--- src/rtl/dm_port_arbiter.sv ---
// -----------------------------------------------------------------------------
// dm_port_arbiter
//
// Two-port round-robin arbiter and access sequencer in front of the single-port
// 256x16 data memory. Port 0 is the core load/store stage and port 1 is the
// debug/DMA loader. One request is latched at a time. The memory is driven for
// one cycle (ACCESS), and the read data and error flag are registered. A
// one-cycle acknowledge is then returned to the winning port (DONE).
//
// Parameters:
//   ADDR_LIMIT      number of valid word addresses; addr >= ADDR_LIMIT is
//                   rejected (no write, rdata = 0, err = 1)
//
// Ports:
//   clk             single clock, rising edge
//   rst             asynchronous, active-low reset
//   req0/req1       request from port n, held high until ackn
//   we0/we1         1 = write, 0 = read, sampled with reqn
//   addr0/addr1     word address
//   wdata0/wdata1   write data
//   ack0/ack1       one-cycle completion pulse to port n
//   err             valid with ack*: address was out of range
//   rdata           valid with ack* for reads (0 for writes / bad addresses)
//   dm_addr         address to data memory (holds last latched value)
//   dm_wen          write enable to data memory (only in ACCESS)
//   dm_wdata        write data to data memory (holds last latched value)
//   dm_rdata        combinational read data from data memory
//
// Timing: a request sampled at edge E0 runs ACCESS in E0-E1. The memory write
// commits at E1, and ack/rdata/err are visible in E1-E2. One transaction
// completes every 3 cycles.
// -----------------------------------------------------------------------------
module dm_port_arbiter #(
  parameter int ADDR_LIMIT = 256
) (
  input  logic        clk,
  input  logic        rst,
  input  logic        req0,
  input  logic        req1,
  input  logic        we0,
  input  logic        we1,
  input  logic [15:0] addr0,
  input  logic [15:0] addr1,
  input  logic [15:0] wdata0,
  input  logic [15:0] wdata1,
  output logic        ack0,
  output logic        ack1,
  output logic        err,
  output logic [15:0] rdata,
  output logic [15:0] dm_addr,
  output logic        dm_wen,
  output logic [15:0] dm_wdata,
  input  logic [15:0] dm_rdata
);

  // Limit widened to 32 bits so the unsigned compare against a 16-bit address
  // stays correct even for a limit of 65536.
  localparam logic [31:0] LIMIT = 32'(ADDR_LIMIT);

  typedef enum logic [1:0] {
    IDLE   = 2'd0,
    ACCESS = 2'd1,
    DONE   = 2'd2
  } state_t;

  state_t      state;
  state_t      state_nxt;

  logic        last;       // port that won the previous arbitration
  logic        lat_port;
  logic        lat_we;
  logic        lat_bad;
  logic [15:0] lat_addr;
  logic [15:0] lat_wdata;

  logic        any_req;
  logic        grant;
  logic        sel_we;
  logic        sel_bad;
  logic [15:0] sel_addr;
  logic [15:0] sel_wdata;

  // Arbitration, request select and next-state decode.
  // NOTE: every signal gets a default at the top of the block so that no path
  // leaves one unassigned, which would otherwise infer a latch.
  always_comb begin
    any_req   = req0 | req1;
    grant     = 1'b0;
    state_nxt = state;

    // On a tie, the port that did not win last time is served.
    if (req0 && req1) begin
      grant = ~last;
    end else if (req1) begin
      grant = 1'b1;
    end

    sel_we    = grant ? we1    : we0;
    sel_addr  = grant ? addr1  : addr0;
    sel_wdata = grant ? wdata1 : wdata0;
    sel_bad   = ({16'b0, sel_addr} >= LIMIT);

    unique case (state)
      IDLE:    if (any_req) state_nxt = ACCESS;
      ACCESS:  state_nxt = DONE;
      DONE:    state_nxt = IDLE;
      default: state_nxt = IDLE;
    endcase
  end

  // State, round-robin pointer, request latches and result registers.
  // NOTE: sequential state is written only with non-blocking assignments, so
  // every register samples its inputs as they were just before the edge.
  always_ff @(posedge clk or negedge rst) begin
    if (!rst) begin
      state     <= IDLE;
      last      <= 1'b1;
      lat_port  <= 1'b0;
      lat_we    <= 1'b0;
      lat_bad   <= 1'b0;
      lat_addr  <= '0;
      lat_wdata <= '0;
      rdata     <= '0;
      err       <= 1'b0;
    end else begin
      state <= state_nxt;

      if (state == IDLE && any_req) begin
        last      <= grant;
        lat_port  <= grant;
        lat_we    <= sel_we;
        lat_bad   <= sel_bad;
        lat_addr  <= sel_addr;
        lat_wdata <= sel_wdata;
      end

      if (state == ACCESS) begin
        // Writes and rejected accesses return zero read data.
        rdata <= (!lat_we && !lat_bad) ? dm_rdata : '0;
        err   <= lat_bad;
      end
    end
  end

  // Memory-side and handshake outputs decode only from state and latched
  // registers, so there is no path from the request inputs to them.
  assign dm_addr  = lat_addr;
  assign dm_wdata = lat_wdata;
  assign dm_wen   = (state == ACCESS) && lat_we && !lat_bad;
  assign ack0     = (state == DONE) && !lat_port;
  assign ack1     = (state == DONE) &&  lat_port;

endmodule
--- config.mk ---
export PLATFORM = sky130hd
export DESIGN_NAME = dm_port_arbiter
export DESIGN_NICKNAME = d
export VERILOG_FILES = /design/src/rtl/dm_port_arbiter.sv
export SDC_FILE = /design/constraint.sdc
export NUM_CORES = 1
export LEC_CHECK = 0
export BUFFER_PORTS_ARGS = -buffer_cell sky130_fd_sc_hd__buf_2
export CAP_MARGIN = 10
export CELL_PAD_IN_SITES_DETAIL_PLACEMENT = 1
export CELL_PAD_IN_SITES_GLOBAL_PLACEMENT = 2
export CORE_AREA = 2 2 97 99
export CTS_CLUSTER_DIAMETER = 50
export DETAILED_ROUTE_END_ITERATION = 12
export DIE_AREA = 0 0 99 101
export GPL_TIMING_DRIVEN = 0
export HOLD_SLACK_MARGIN = 0.03
export PLACE_DENSITY = 0.81
export SLEW_MARGIN = 0
export SYNTH_ARGS = -nofsm -noshare
export SYNTH_HDL_FRONTEND = slang
export SYNTH_SLANG_ARGS = --single-unit
--- constraint.sdc ---
create_clock -name clk -period 3.1 [get_ports clk]
set_input_delay 0.31 -clock clk [delete_from_list [all_inputs] [get_ports clk]]
set_output_delay 0.31 -clock clk [all_outputs]
set_load 0.005 [all_outputs]
==> run summary <==
- outcome: finished, final reports clean
- number of cells upsized or downsized after cts: 0
- largest net degree at the start of global routing: 33
- I/O pin count: 138
- Bufs on Longest Clock Path: 2
- antenna diode count: 0
- Post-route DRC: 0
- category of the worst setup path capture point: output pin
- unrepaired setup endpoints after global routing: false
- worst vdd rail ir drop: 265 uV
- class of the tightest hold or removal check: input pin to flip-flop
- total wire length: 6880 um
- Yosys Warn Count: 0
- antenna violations before repair: 0
- dominant synthesized flop cell: dfrtp_1
- Post-DRT Antenna Nets: 0
- total instance count after detailed placement: 420
- Synth area leaders: dfrtp_1, mux2_4, a22o_1
- count of buffers added by post-CTS timing repair for setup: 0
- site row count: 35
- share of synthesized cell area in and, or, nand and nor gates: 3.04%
- number of clock sinks: 55
- clock share of power: 17.3%
- share of the clock period used by the worst path: 57.3%
- cell class contributing the biggest share of worst-path delay: buffers and inverters
- worst hold path depth: 2
- Data arrival, critical path: 1.47 ns
- slew at the pin with the worst max-slew slack: 0.569 ns
- part of the power in registers: 38.0%
- power density of the placed cells: 880 nW/um^2
- worst skew pair latency: 0.31 ns
- Slew Limit Fails: 0
- CP Cell Sequence: nand2b_1 > buf_2 > inv_1 > and3_1 > buf_2
- detailed-routing iteration count for the pre-antenna-repair pass: 4
- clock root buffer: clkbuf_8
- Synth async-reset ratio: 100%
- synthesized instance count: 171
- Post-Synth XOR/XNOR Area: 0%
- vias in the first global route: 2196
- global-route wire length before repair: 11200 um
- CTS hold repair buffers: 1
- number of CTS-inserted buffers: 5
- count of buffer and inverter cells on the critical path: 3
- slowest cell delay on critical path: 0.40 ns
- Routed wire per std cell: 16.0 um
- Rel. slew slack: 62.0%
- switching fraction of total power: 30.7%
- number of different library cells in the post-synthesis netlist: 26
- final period demand of the worst path: 1.78 ns
- crit path setup slack, layout: 1.32 ns
- netlist area before placement: 2720 sq um
- mux share of post-synthesis cell area: 35.5%
- effective utilization at floorplan: 30.3%
- maximum fanout count along the critical path: 10
- GR Overflow Total: 0
- TritonCTS clock tree: done
- fraction of layout cells with a size suffix above 1: 70.8%
- share of synthesized cell area in full adder, half adder and majority cells: 0%
- synthesized netlist net count: 257
- compound-cell area share of the yosys netlist: 7.59%
- maximum clock frequency: 563 MHz
- Register-to-Register Path Depth: 5
- vias after detailed routing: 1979
- P_sw: 1.00 mW
- overall track demand over capacity in global routing: 13.9%
- core region area: 8980 sq um
- number of failing setup endpoints in the final timing report: 0
- number of hold-slack violations in the final timing report: 0
- most common cell after layout, fill and taps aside: buf_2
- x dimension of the die: 99 um
- Critical Path Slowest Stage Cell: dfrtp_1
- CTS H-tree lvls: 2
- # fillers: 974
- most frequent cells in the layout: buf_2, mux2_4, dfrtp_1, a22o_1, mux2_2
- die area: 10000 sq um
- cell type with the largest total area after synthesis: dfrtp_1
- Max Cap Violations: 0
- WS Path Type: flip-flop to output pin
- Comb power frac: 44.7%
- count of flip-flops with a built-in enable after synthesis: 0
- leakage: 1.96 nW
- average size of a mapped cell: 15.9 sq um
- sequential element share of the synthesized area: 50.6%
- required time at the worst-slack endpoint: 2.79 ns
- worst setup skew after layout: 0.00791 ns
- clock transition at the registers of the reported paths: 0.10 ns
- Final nets: 403
- Die Y: 101 um
- Iteration-0 DRC Markers: 13
- Pwr Total: 3.26 mW
- final total negative setup slack: 0 ns
- tightest hold margin: 0.212 ns
- number of synthesized register bits: 55
- quantity of I/O buffers inserted on ports: 137
- dominant combinational cell family by area after synthesis: multiplexers
- non-filler instance count after layout: 429
- pre-CTS setup slack: 1.30 ns
- most frequent CP cell: buf_2
- internal cell power: 2.26 mW
- routability congestion estimate from global placement: 0.749
- Critical Path Start Type: flip-flop
- fraction of post-synthesis cell area in the top cell type by area: 49.7%
- post-DP HPWL: 5220 um
- average via count per standard cell: 4.61
- total number of cells along the worst setup path: 5
- Layout area overhead: 36.3%
cell usage after synthesis (2+ instances only):
library cell / count
o211ai_1: 2
buf_6: 3
buf_4: 4
mux2_2: 11
inv_1: 3
or4_1: 4
buf_2: 2
dfrtp_1: 54
a22o_1: 16
mux2_4: 56
final timing paths:
kind | from | slack, ns | endpoint
max | state[1] | 1.32 | dm_wen
min | dm_rdata[3] | 0.21 | rdata[3]
max reg2reg | state[0] | 1.39 | dm_addr[2]
min reg2reg | err | 0.50 | err
max in group asynchronous | rst | 2.00 | dm_wdata[14]
min in group asynchronous | rst | 0.53 | rdata[8]
stage by stage:
step	utilization [%]	cell area (sq um)
floorplan	-	2720
global placement	39.5	3540
detailed placement	39.7	3560
CTS	41.3	3710
global route	41.3	3710
finish	41.3	3710
state kept, by name (all words and copies together), names as in the netlist:
register / flops
lat_we: 1
dm_addr: 16
err: 1
dm_wdata: 16
lat_bad: 1
lat_port: 1
state: 2
last: 1
rdata: 16
cell type report:
class / count / area (sq um) / area share [%]
clock inverter: 2 / 60.1 / 1.62
tap: 111 / 139 / 3.75
timing repair buffer: 139 / 716 / 19.3
multi-input combinational: 103 / 1250 / 33.8
buffer: 10 / 77.6 / 2.09
inverter: 3 / 11.3 / 0.304
clock buffer: 6 / 72.6 / 1.96
sequential: 55 / 1380 / 37.2
routing by layer:
metal	track usage [%]	routed length [um]	up-vias
li1	-	-	920
met1	18.5	3000	979
met2	23.6	3440	76
met3	2.84	409	4
met4	2.85	29	0
met5	0	0	-
power groups by stage:
stage,clock network (mW),registers (mW),logic (mW)
3_5_place_dp,0,1.25,1.49
4_1_cts,0.585,1.25,1.50
3_3_place_gp,0,1.23,1.46
5_1_grt,0.610,1.29,1.59
6_report,0.564,1.24,1.46
2_1_floorplan,0,1.26,0.925
kinds of logic (layout without fill, tap and decap cells):
| family | after synthesis | in the layout |
|---|---|---|
| buffers and inverters | 13 | 160 |
| muxes | 67 | 67 |
| DFF | 55 | 55 |
| and+or+nand+nor | 12 | 12 |
| AOI/OAI and AO/OA | 24 | 24 |
No activity file was read; power rests on OpenSTA's default activity.
